===== config.mk =====
export PLATFORM = sky130hd
export DESIGN_NAME = snoop_dispatcher_flat
export DESIGN_NICKNAME = d
export VERILOG_FILES = /design/src/rtl/snoop_dispatcher_pkg.sv /design/src/rtl/snoop_dispatcher_if.sv /design/src/rtl/snoop_dispatcher.sv /design/src/flat_wrapper.sv
export SDC_FILE = /design/constraint.sdc
export NUM_CORES = 1
export LEC_CHECK = 0
export CAP_MARGIN = 20
export CELL_PAD_IN_SITES_DETAIL_PLACEMENT = 0
export CELL_PAD_IN_SITES_GLOBAL_PLACEMENT = 2
export CORE_MARGIN = 1.5
export CORE_UTILIZATION = 15
export DETAILED_ROUTE_END_ITERATION = 6
export MAX_ROUTING_LAYER = met4
export PLACE_DENSITY = 0.84
export SYNTH_ARGS = -nofsm -noshare
export SYNTH_HDL_FRONTEND = slang
export SYNTH_SLANG_ARGS = --single-unit

===== constraint.sdc =====
create_clock -name clk_i -period 1.5 [get_ports clk_i]
set_input_delay 0.225 -clock clk_i [delete_from_list [all_inputs] [get_ports clk_i]]
set_output_delay 0.225 -clock clk_i [all_outputs]
set_load 0.05 [all_outputs]

===== src/rtl/snoop_dispatcher_pkg.sv =====
// Shared types for the snoop dispatcher: ACE snoop channel structs, the
// dispatch state encoding and the CR response merge helper.
package snoop_dispatcher_pkg;

  typedef logic [3:0] acsnoop_t;

  localparam acsnoop_t ACSNOOP_READ_ONCE       = 4'b0000;
  localparam acsnoop_t ACSNOOP_READ_SHARED     = 4'b0001;
  localparam acsnoop_t ACSNOOP_READ_UNIQUE     = 4'b0111;
  localparam acsnoop_t ACSNOOP_CLEAN_INVALID   = 4'b1001;
  localparam acsnoop_t ACSNOOP_MAKE_INVALID    = 4'b1101;

  // Field order follows the ACE CRRESP bit order, MSB first.
  typedef struct packed {
    logic was_unique;
    logic is_shared;
    logic pass_dirty;
    logic error;
    logic data_transfer;
  } crresp_t;

  typedef struct packed {
    logic [63:0] addr;
    acsnoop_t    snoop;
  } ac_chan_t;

  typedef struct packed {
    logic [63:0] data;
    logic        last;
  } cd_chan_t;

  typedef struct packed {
    logic     ac_valid;
    ac_chan_t ac;
    logic     cr_ready;
    logic     cd_ready;
  } snoop_req_t;

  typedef struct packed {
    logic     ac_ready;
    logic     cr_valid;
    crresp_t  cr_resp;
    logic     cd_valid;
    cd_chan_t cd;
  } snoop_resp_t;

  typedef logic [2:0] dispatch_state_t;

  localparam dispatch_state_t ST_IDLE    = 3'd0;
  localparam dispatch_state_t ST_SEND_AC = 3'd1;
  localparam dispatch_state_t ST_WAIT_CR = 3'd2;
  localparam dispatch_state_t ST_RESP    = 3'd3;
  localparam dispatch_state_t ST_DATA    = 3'd4;

  // The merged response never claims unique ownership on behalf of a cache.
  function automatic crresp_t merge_crresp(crresp_t acc, crresp_t nxt);
    crresp_t r;
    r = acc | nxt;
    r.was_unique = 1'b0;
    return r;
  endfunction

endpackage


===== src/rtl/snoop_dispatcher_if.sv =====
// Request/response/data bundle between the interconnect, the dispatcher and
// the per-core snoop ports.
interface snoop_dispatcher_if #(
  parameter int unsigned NoPorts = 2
) ();
  import snoop_dispatcher_pkg::*;

  // Every channel is valid/ready: a transfer happens on a rising clock edge
  // where both are high, and a raised valid holds its payload until then.
  logic                       ac_valid_i;
  logic                       ac_ready_o;
  logic [63:0]                ac_addr_i;
  acsnoop_t                   ac_snoop_i;
  logic [NoPorts-1:0]         ac_mask_i;
  snoop_req_t [NoPorts-1:0]   snoop_req_o;
  snoop_resp_t [NoPorts-1:0]  snoop_resp_i;
  logic                       resp_valid_o;
  logic                       resp_ready_i;
  crresp_t                    resp_o;
  logic                       data_valid_o;
  logic                       data_ready_i;
  logic [63:0]                data_o;
  logic                       data_last_o;
  dispatch_state_t            dbg_state_o;

  modport slave (
    input  ac_valid_i, ac_addr_i, ac_snoop_i, ac_mask_i, snoop_resp_i,
    input  resp_ready_i, data_ready_i,
    output ac_ready_o, snoop_req_o, resp_valid_o, resp_o,
    output data_valid_o, data_o, data_last_o, dbg_state_o
  );

  modport master (
    output ac_valid_i, ac_addr_i, ac_snoop_i, ac_mask_i, snoop_resp_i,
    output resp_ready_i, data_ready_i,
    input  ac_ready_o, snoop_req_o, resp_valid_o, resp_o,
    input  data_valid_o, data_o, data_last_o, dbg_state_o
  );

endinterface


===== src/rtl/snoop_dispatcher.sv =====
// Broadcasts one snoop to a subset of cache ports, merges their CR responses,
// forwards the line from the lowest-index data responder and drains the rest.
module snoop_dispatcher
  import snoop_dispatcher_pkg::*;
#(
  parameter int unsigned NoPorts      = 2,
  parameter int unsigned BeatsPerLine = 2
) (
  input logic              clk_i,
  input logic              rst_ni,
  snoop_dispatcher_if.slave bus
);

  localparam int unsigned BeatW = (BeatsPerLine > 1) ? $clog2(BeatsPerLine) : 1;
  localparam int unsigned SelW  = (NoPorts > 1) ? $clog2(NoPorts) : 1;
  localparam logic [BeatW-1:0] LastBeat = BeatW'(BeatsPerLine - 1);

  dispatch_state_t    state_q, state_d;
  logic [63:0]        addr_q, addr_d;
  acsnoop_t           snoop_q, snoop_d;
  logic [NoPorts-1:0] mask_q, mask_d;
  logic [NoPorts-1:0] ac_done_q, ac_done_d;
  logic [NoPorts-1:0] cr_done_q, cr_done_d;
  logic [NoPorts-1:0] xfer_q, xfer_d;
  crresp_t            resp_q, resp_d;
  logic [BeatW-1:0]   beat_q, beat_d;
  logic [SelW-1:0]    sel_q, sel_d;
  logic [SelW-1:0]    sel_low;
  logic               fwd_last;

  assign bus.dbg_state_o = state_q;
  assign fwd_last        = (beat_q == LastBeat);

  // Priority pick of the lowest-index port that announced a data transfer.
  always_comb begin
    sel_low = '0;
    for (int i = int'(NoPorts) - 1; i >= 0; i--) begin
      if (xfer_q[i]) sel_low = SelW'(i);
    end
  end

  always_comb begin
    state_d   = state_q;
    addr_d    = addr_q;
    snoop_d   = snoop_q;
    mask_d    = mask_q;
    ac_done_d = ac_done_q;
    cr_done_d = cr_done_q;
    xfer_d    = xfer_q;
    resp_d    = resp_q;
    beat_d    = beat_q;
    sel_d     = sel_q;

    bus.ac_ready_o   = 1'b0;
    bus.snoop_req_o  = '0;
    bus.resp_valid_o = 1'b0;
    bus.resp_o       = '0;
    bus.data_valid_o = 1'b0;
    bus.data_o       = '0;
    bus.data_last_o  = 1'b0;

    case (state_q)
      ST_IDLE: begin
        bus.ac_ready_o = 1'b1;
        if (bus.ac_valid_i) begin
          addr_d    = bus.ac_addr_i;
          snoop_d   = bus.ac_snoop_i;
          mask_d    = bus.ac_mask_i;
          ac_done_d = '0;
          cr_done_d = '0;
          xfer_d    = '0;
          resp_d    = '0;
          beat_d    = '0;
          state_d   = (bus.ac_mask_i != '0) ? ST_SEND_AC : ST_RESP;
        end
      end

      ST_SEND_AC: begin
        for (int i = 0; i < int'(NoPorts); i++) begin
          if (mask_q[i] && !ac_done_q[i]) begin
            bus.snoop_req_o[i].ac_valid   = 1'b1;
            bus.snoop_req_o[i].ac.addr    = addr_q;
            bus.snoop_req_o[i].ac.snoop   = snoop_q;
            if (bus.snoop_resp_i[i].ac_ready) ac_done_d[i] = 1'b1;
          end
        end
        if ((ac_done_d & mask_q) == mask_q) state_d = ST_WAIT_CR;
      end

      ST_WAIT_CR: begin
        // Several ports may respond in the same cycle; all are folded in.
        for (int i = 0; i < int'(NoPorts); i++) begin
          if (mask_q[i] && !cr_done_q[i]) begin
            bus.snoop_req_o[i].cr_ready = 1'b1;
            if (bus.snoop_resp_i[i].cr_valid) begin
              cr_done_d[i] = 1'b1;
              resp_d       = merge_crresp(resp_d, bus.snoop_resp_i[i].cr_resp);
              if (bus.snoop_resp_i[i].cr_resp.data_transfer) xfer_d[i] = 1'b1;
            end
          end
        end
        if ((cr_done_d & mask_q) == mask_q) state_d = ST_RESP;
      end

      ST_RESP: begin
        bus.resp_valid_o = 1'b1;
        bus.resp_o       = resp_q;
        if (bus.resp_ready_i) begin
          sel_d   = sel_low;
          state_d = (xfer_q == '0) ? ST_IDLE : ST_DATA;
        end
      end

      ST_DATA: begin
        // sel_q stays fixed so a drained port never becomes the forwarded one.
        if (xfer_q[sel_q]) begin
          bus.data_valid_o = bus.snoop_resp_i[sel_q].cd_valid;
          bus.data_o       = bus.snoop_resp_i[sel_q].cd.data;
          bus.data_last_o  = fwd_last;
        end
        for (int i = 0; i < int'(NoPorts); i++) begin
          if (xfer_q[i]) begin
            if (SelW'(i) == sel_q) begin
              bus.snoop_req_o[i].cd_ready = bus.data_ready_i;
              if (bus.snoop_resp_i[i].cd_valid && bus.data_ready_i) begin
                beat_d = fwd_last ? '0 : beat_q + 1'b1;
                if (fwd_last) xfer_d[i] = 1'b0;
              end
            end else begin
              bus.snoop_req_o[i].cd_ready = 1'b1;
              if (bus.snoop_resp_i[i].cd_valid && bus.snoop_resp_i[i].cd.last) xfer_d[i] = 1'b0;
            end
          end
        end
        if (xfer_d == '0) state_d = ST_IDLE;
      end

      default: state_d = ST_IDLE;
    endcase
  end

  always_ff @(posedge clk_i or negedge rst_ni) begin
    if (!rst_ni) begin
      state_q   <= ST_IDLE;
      addr_q    <= '0;
      snoop_q   <= '0;
      mask_q    <= '0;
      ac_done_q <= '0;
      cr_done_q <= '0;
      xfer_q    <= '0;
      resp_q    <= '0;
      beat_q    <= '0;
      sel_q     <= '0;
    end else begin
      state_q   <= state_d;
      addr_q    <= addr_d;
      snoop_q   <= snoop_d;
      mask_q    <= mask_d;
      ac_done_q <= ac_done_d;
      cr_done_q <= cr_done_d;
      xfer_q    <= xfer_d;
      resp_q    <= resp_d;
      beat_q    <= beat_d;
      sel_q     <= sel_d;
    end
  end

  a_fwd_last_match: assert property (@(posedge clk_i) disable iff (!rst_ni)
    (bus.data_valid_o && bus.data_ready_i) |-> (bus.snoop_resp_i[sel_q].cd.last == bus.data_last_o));

endmodule


===== src/flat_wrapper.sv =====
// flat-port wrapper written by rule: the top's interface ports become plain ports
module snoop_dispatcher_flat import snoop_dispatcher_pkg::*;
#(
  parameter int unsigned NoPorts      = 2,
  parameter int unsigned BeatsPerLine = 2
)
  (clk_i, rst_ni, bus_ac_valid_i, bus_ac_addr_i, bus_ac_snoop_i, bus_ac_mask_i, bus_snoop_resp_i, bus_resp_ready_i, bus_data_ready_i, bus_ac_ready_o, bus_snoop_req_o, bus_resp_valid_o, bus_resp_o, bus_data_valid_o, bus_data_o, bus_data_last_o, bus_dbg_state_o);
  snoop_dispatcher_if #(.NoPorts(NoPorts)) bus_i ();
  input logic clk_i;
  input logic rst_ni;
  input wire logic [$bits(bus_i.ac_valid_i)-1:0] bus_ac_valid_i;
  input wire logic [$bits(bus_i.ac_addr_i)-1:0] bus_ac_addr_i;
  input wire logic [$bits(bus_i.ac_snoop_i)-1:0] bus_ac_snoop_i;
  input wire logic [$bits(bus_i.ac_mask_i)-1:0] bus_ac_mask_i;
  input wire logic [$bits(bus_i.snoop_resp_i)-1:0] bus_snoop_resp_i;
  input wire logic [$bits(bus_i.resp_ready_i)-1:0] bus_resp_ready_i;
  input wire logic [$bits(bus_i.data_ready_i)-1:0] bus_data_ready_i;
  output wire logic [$bits(bus_i.ac_ready_o)-1:0] bus_ac_ready_o;
  output wire logic [$bits(bus_i.snoop_req_o)-1:0] bus_snoop_req_o;
  output wire logic [$bits(bus_i.resp_valid_o)-1:0] bus_resp_valid_o;
  output wire logic [$bits(bus_i.resp_o)-1:0] bus_resp_o;
  output wire logic [$bits(bus_i.data_valid_o)-1:0] bus_data_valid_o;
  output wire logic [$bits(bus_i.data_o)-1:0] bus_data_o;
  output wire logic [$bits(bus_i.data_last_o)-1:0] bus_data_last_o;
  output wire logic [$bits(bus_i.dbg_state_o)-1:0] bus_dbg_state_o;
  assign bus_i.ac_valid_i = bus_ac_valid_i;
  assign bus_i.ac_addr_i = bus_ac_addr_i;
  assign bus_i.ac_snoop_i = bus_ac_snoop_i;
  assign bus_i.ac_mask_i = bus_ac_mask_i;
  assign bus_i.snoop_resp_i = bus_snoop_resp_i;
  assign bus_i.resp_ready_i = bus_resp_ready_i;
  assign bus_i.data_ready_i = bus_data_ready_i;
  assign bus_ac_ready_o = bus_i.ac_ready_o;
  assign bus_snoop_req_o = bus_i.snoop_req_o;
  assign bus_resp_valid_o = bus_i.resp_valid_o;
  assign bus_resp_o = bus_i.resp_o;
  assign bus_data_valid_o = bus_i.data_valid_o;
  assign bus_data_o = bus_i.data_o;
  assign bus_data_last_o = bus_i.data_last_o;
  assign bus_dbg_state_o = bus_i.dbg_state_o;
  snoop_dispatcher #(.NoPorts(NoPorts), .BeatsPerLine(BeatsPerLine)) u_core (.clk_i(clk_i), .rst_ni(rst_ni), .bus(bus_i));
endmodule

==> results.md <==
- Status: finished, violations left
- Failing checks: setup timing
- Max IR drop VDD: 0.578 mV
- Final period utilization: 143%
- Mapped Cells: ~710
- Setup TNS: -150.99 ns
- Reg clk slew, reported paths: 0.07 ns
- Largest net degree at the start of global routing: 39
- Clock network power share: 12.2%
- Synth-to-Final Area Change: 180%
- # Max-Cap Violations: 0
- Synth warn: 0
- Seq/Total Area, Yosys: 38.2%
- Cts bufs inserted: 9
- First-pass GRT wire length: between 40,000 and 50,000 microns
- Reg2Reg Setup Slack: -0.37 ns
- Multi-input logic area: 4320 sq um
- Drt wl/cell: 20.0 microns
- GRT Total Usage: 16.7%
- Crit end category: primary output
- Reg2reg end: u_core.resp_q[3]$_DFFE_PN0P_
- Worst-margin pin slew: 0.390 ns
- CP Data Required Time: 1.27 ns
- CP Class: flop to primary output
- GPL Wtd Cong: ~0.76
- Initial Util: 15.3%
- Fillers: between 3,000 and 4,000
- CTS tree: built
- EDFF count, synth: 0
- Via count: 6,990
- Internal power: 11.3 mW
- Max frequency: approximately 0.47 GHz
- Hpwl dp: 24,400 microns
- Relative slew margins: 73.9%
- Die Y-Extent: 197 microns
- Async set-reset flop share out of synthesis: 100%
- Worst setup SP type: flop
- Synth cell types: 40
- Root buf cell: clkbuf_16
- Post-route ant nets: 0
- Setup ws final: -0.645 ns
- Storage cell area: 2160 sq um
- Final Hold Viols: 0
- Layout Cells excl Fill: 1,713
- # setup viols final: 301
- Design Power: 19.6 mW
- Inst Count DP: 1,627
- Hold crit path type: primary input to async pin
- Sw Pwr: 8.27 mW
- Sequential share of power: 22.8%
- Power Density: 1240 nW/um^2
- Synth Area per Inst: roughly 8 sq um
- CP Max Fanout: 10
- Post-place setup slack: -0.250 ns
- Syn nets: 934
- Layout Nets: 1,457
- Arrival time at the worst endpoint: 1.92 ns
- Pleak: 6.58 nW
- Core Region: 36,800 sq um
- DRC violations left: 0
- Rows: 70
- Clock Tree Buf Depth: 2
- Ys flop type: dfrtp_1
- Comb power frac: 65.0%
- Sink Count: 86
- IO Port Bufs: 436
- Detailed Route WL: 34,200 microns
- Via density: 4.08
- Grt ovf: 0
- #FFs+latches synth: 86
- Ports: 439
- Initial drt markers: 177
- Chip width: approximately 200 microns
- Pre-Repair DR Iteration Count: 5
- Worst skew pair latency: 0.36 ns
- Final Max Tran Viols: 0
- Netlist area before placement: between 5000 and 6000 sq um
- Worst Skew: about 0.0083 ns
- Initial antenna violation count: 10
- H-Tree Depth: 3
- Vias in the first global route: 7,169
- Switching share of total power: 42.2%
- R2R cell count: 8
- Die ar.: between 30,000 and 40,000 sq um
- RSZ-0062 raised after global routing: true
- Hold Worst Slack: 0.266 ns
- Post-route minimum period: about 2.1 ns
- Share of post-route cells with drive strength above 1: 50.9%
- Critical R2R Launch: u_core.bus.dbg_state_o[2]$_DFFE_PN0P_
## per-stage QoR
| step | util [%] | cell area (sq um) |
|---|---|---|
| floorplan | - | 6510 |
| global placement | 37.7 | 13900 |
| detailed placement | 37.7 | 13900 |
| CTS | 40.3 | 14800 |
| global route | 42.9 | 15800 |
| finish | 42.9 | 15800 |
## registers in the layout (all words and copies together) (netlist names)
register	cells
u_core.cr_done_q	2
u_core.resp_q	5
u_core.sel_q	1
u_core.beat_q	1
u_core.ac_done_q	2
u_core.addr_q	64
u_core.mask_q	2
u_core.snoop_q	4
u_core.xfer_q	2
u_core.bus.dbg_state_o	3
## cell type report
class | count | area share [%]
Multi-Input combinational cell | 577 | 27.4
Timing Repair Buffer | 557 | 53.1
Inverter | 4 | 0.0952
Sequential cell | 86 | 13.7
Clock inverter | 6 | 0.428
Antenna cell | 5 | 0.0793
Clock buffer | 10 | 1.52
Tap cell | 468 | 3.71
## cells by family (layout without fill, tap and decap cells)
family / after synthesis / after routing / share of synthesized area (%)
flip-flops: 86 / 86 / 38.2
AO/OA/AOI/OAI: 30 / 30 / 3.66
other: 0 / 5 / 0
buffers and inverters: 53 / 577 / 6.13
adder cells (fa/ha/maj): 1 / 1 / 0.222
multiplexers: 65 / 65 / 11.5
AND/OR/NAND/NOR: 477 / 481 / 40.2
## power by group through the flow
stage                     registers, mW  logic, mW  clock network [mW]
after floorplan                    4.11       5.55                   0
after global placement             4.41       9.94                   0
after detailed placement           4.40       10.1                   0
after CTS                          4.44       11.3                2.50
after global routing               4.63       13.5                2.60
final                              4.48       12.7                2.39
## worst max-delay path, cell delays in order (launching register included)
cell       delay, ns
dfrtp_2         0.42
nor3b_4         0.28
nand2_2         0.10
nor2_4          0.11
buf_12          0.17
clkbuf_16       0.18
and2_4          0.15
buf_12          0.13
## how the worst max path moves through the flow
stage                                          startpoint                               endpoint  slack [ns]  cells past startpoint
detailed placement  u_core.bus.dbg_state_o[1]$_DFFE_PN0P_                     bus_snoop_req_o[7]       -0.25                      6
finish              u_core.bus.dbg_state_o[2]$_DFFE_PN0P_                   bus_snoop_req_o[105]       -0.65                      7
floorplan           u_core.bus.dbg_state_o[0]$_DFFE_PN0P_                    bus_snoop_req_o[11]       -0.38                      6
CTS                 u_core.bus.dbg_state_o[1]$_DFFE_PN0P_                          bus_data_o[3]       -0.67                      7
global route        u_core.bus.dbg_state_o[1]$_DFFE_PN0P_                   bus_snoop_req_o[111]       -0.75                      7
global placement                    bus_snoop_resp_i[144]  u_core.bus.dbg_state_o[2]$_DFFE_PN0P_       -0.23                      6
## cells in the mapped netlist (3+ instances only)
cell / count / area, sq um
a21oi_1: 6 / 30.0
a221o_1: 3 / 30.0
a31oi_1: 3 / 18.8
and2_1: 146 / 913
and3_1: 3 / 18.8
buf_2: 19 / 95.1
buf_4: 10 / 75.1
buf_6: 10 / 113
clkbuf_2: 8 / 40.0
dfrtp_1: 86 / 2150
inv_1: 4 / 15.0
mux2i_1: 65 / 651
nand2_1: 222 / 833
nand2_2: 3 / 18.8
nand2b_1: 3 / 18.8
nand3_1: 4 / 20.0
nor2_1: 77 / 289
nor3b_1: 4 / 30.0
o21ai_0: 7 / 35.0
## timing repair
action                                  in CTS  in global routing
gates resized for setup                     81                 73
endpoints found under the hold margin       12                  0
endpoints found under the setup margin     295                304
pin swaps                                   28                 27
cloned                                      12                 19
buffers inserted                             9                 24
hold buffers                                 1                  0
## placed cells by master (no fill, tap or decap), types with 7 or more instances in the layout
master	instances
nand2_2	15
clkbuf_16	23
mux2i_4	9
nor2_4	72
buf_6	12
buf_12	239
mux2i_1	45
and2_4	100
nand2_1	206
nor2_1	7
mux2i_2	11
clkdlybuf4s50_1	217
and2_2	46
dfrtp_1	82
buf_4	53
buf_16	16
## routing by layer
| layer | vias up | global-route usage [%] | share of wire, % |
|---|---|---|---|
| met1 | 3301 | 17.2 | 37 |
| met2 | 323 | 31.1 | 53 |
| met5 | - | - | 0 |
| met4 | 0 | 4.78 | 2.7 |
| li1 | 3318 | - | - |
| met3 | 48 | 4.38 | 7.0 |
Power figures use the tool's default switching activity.
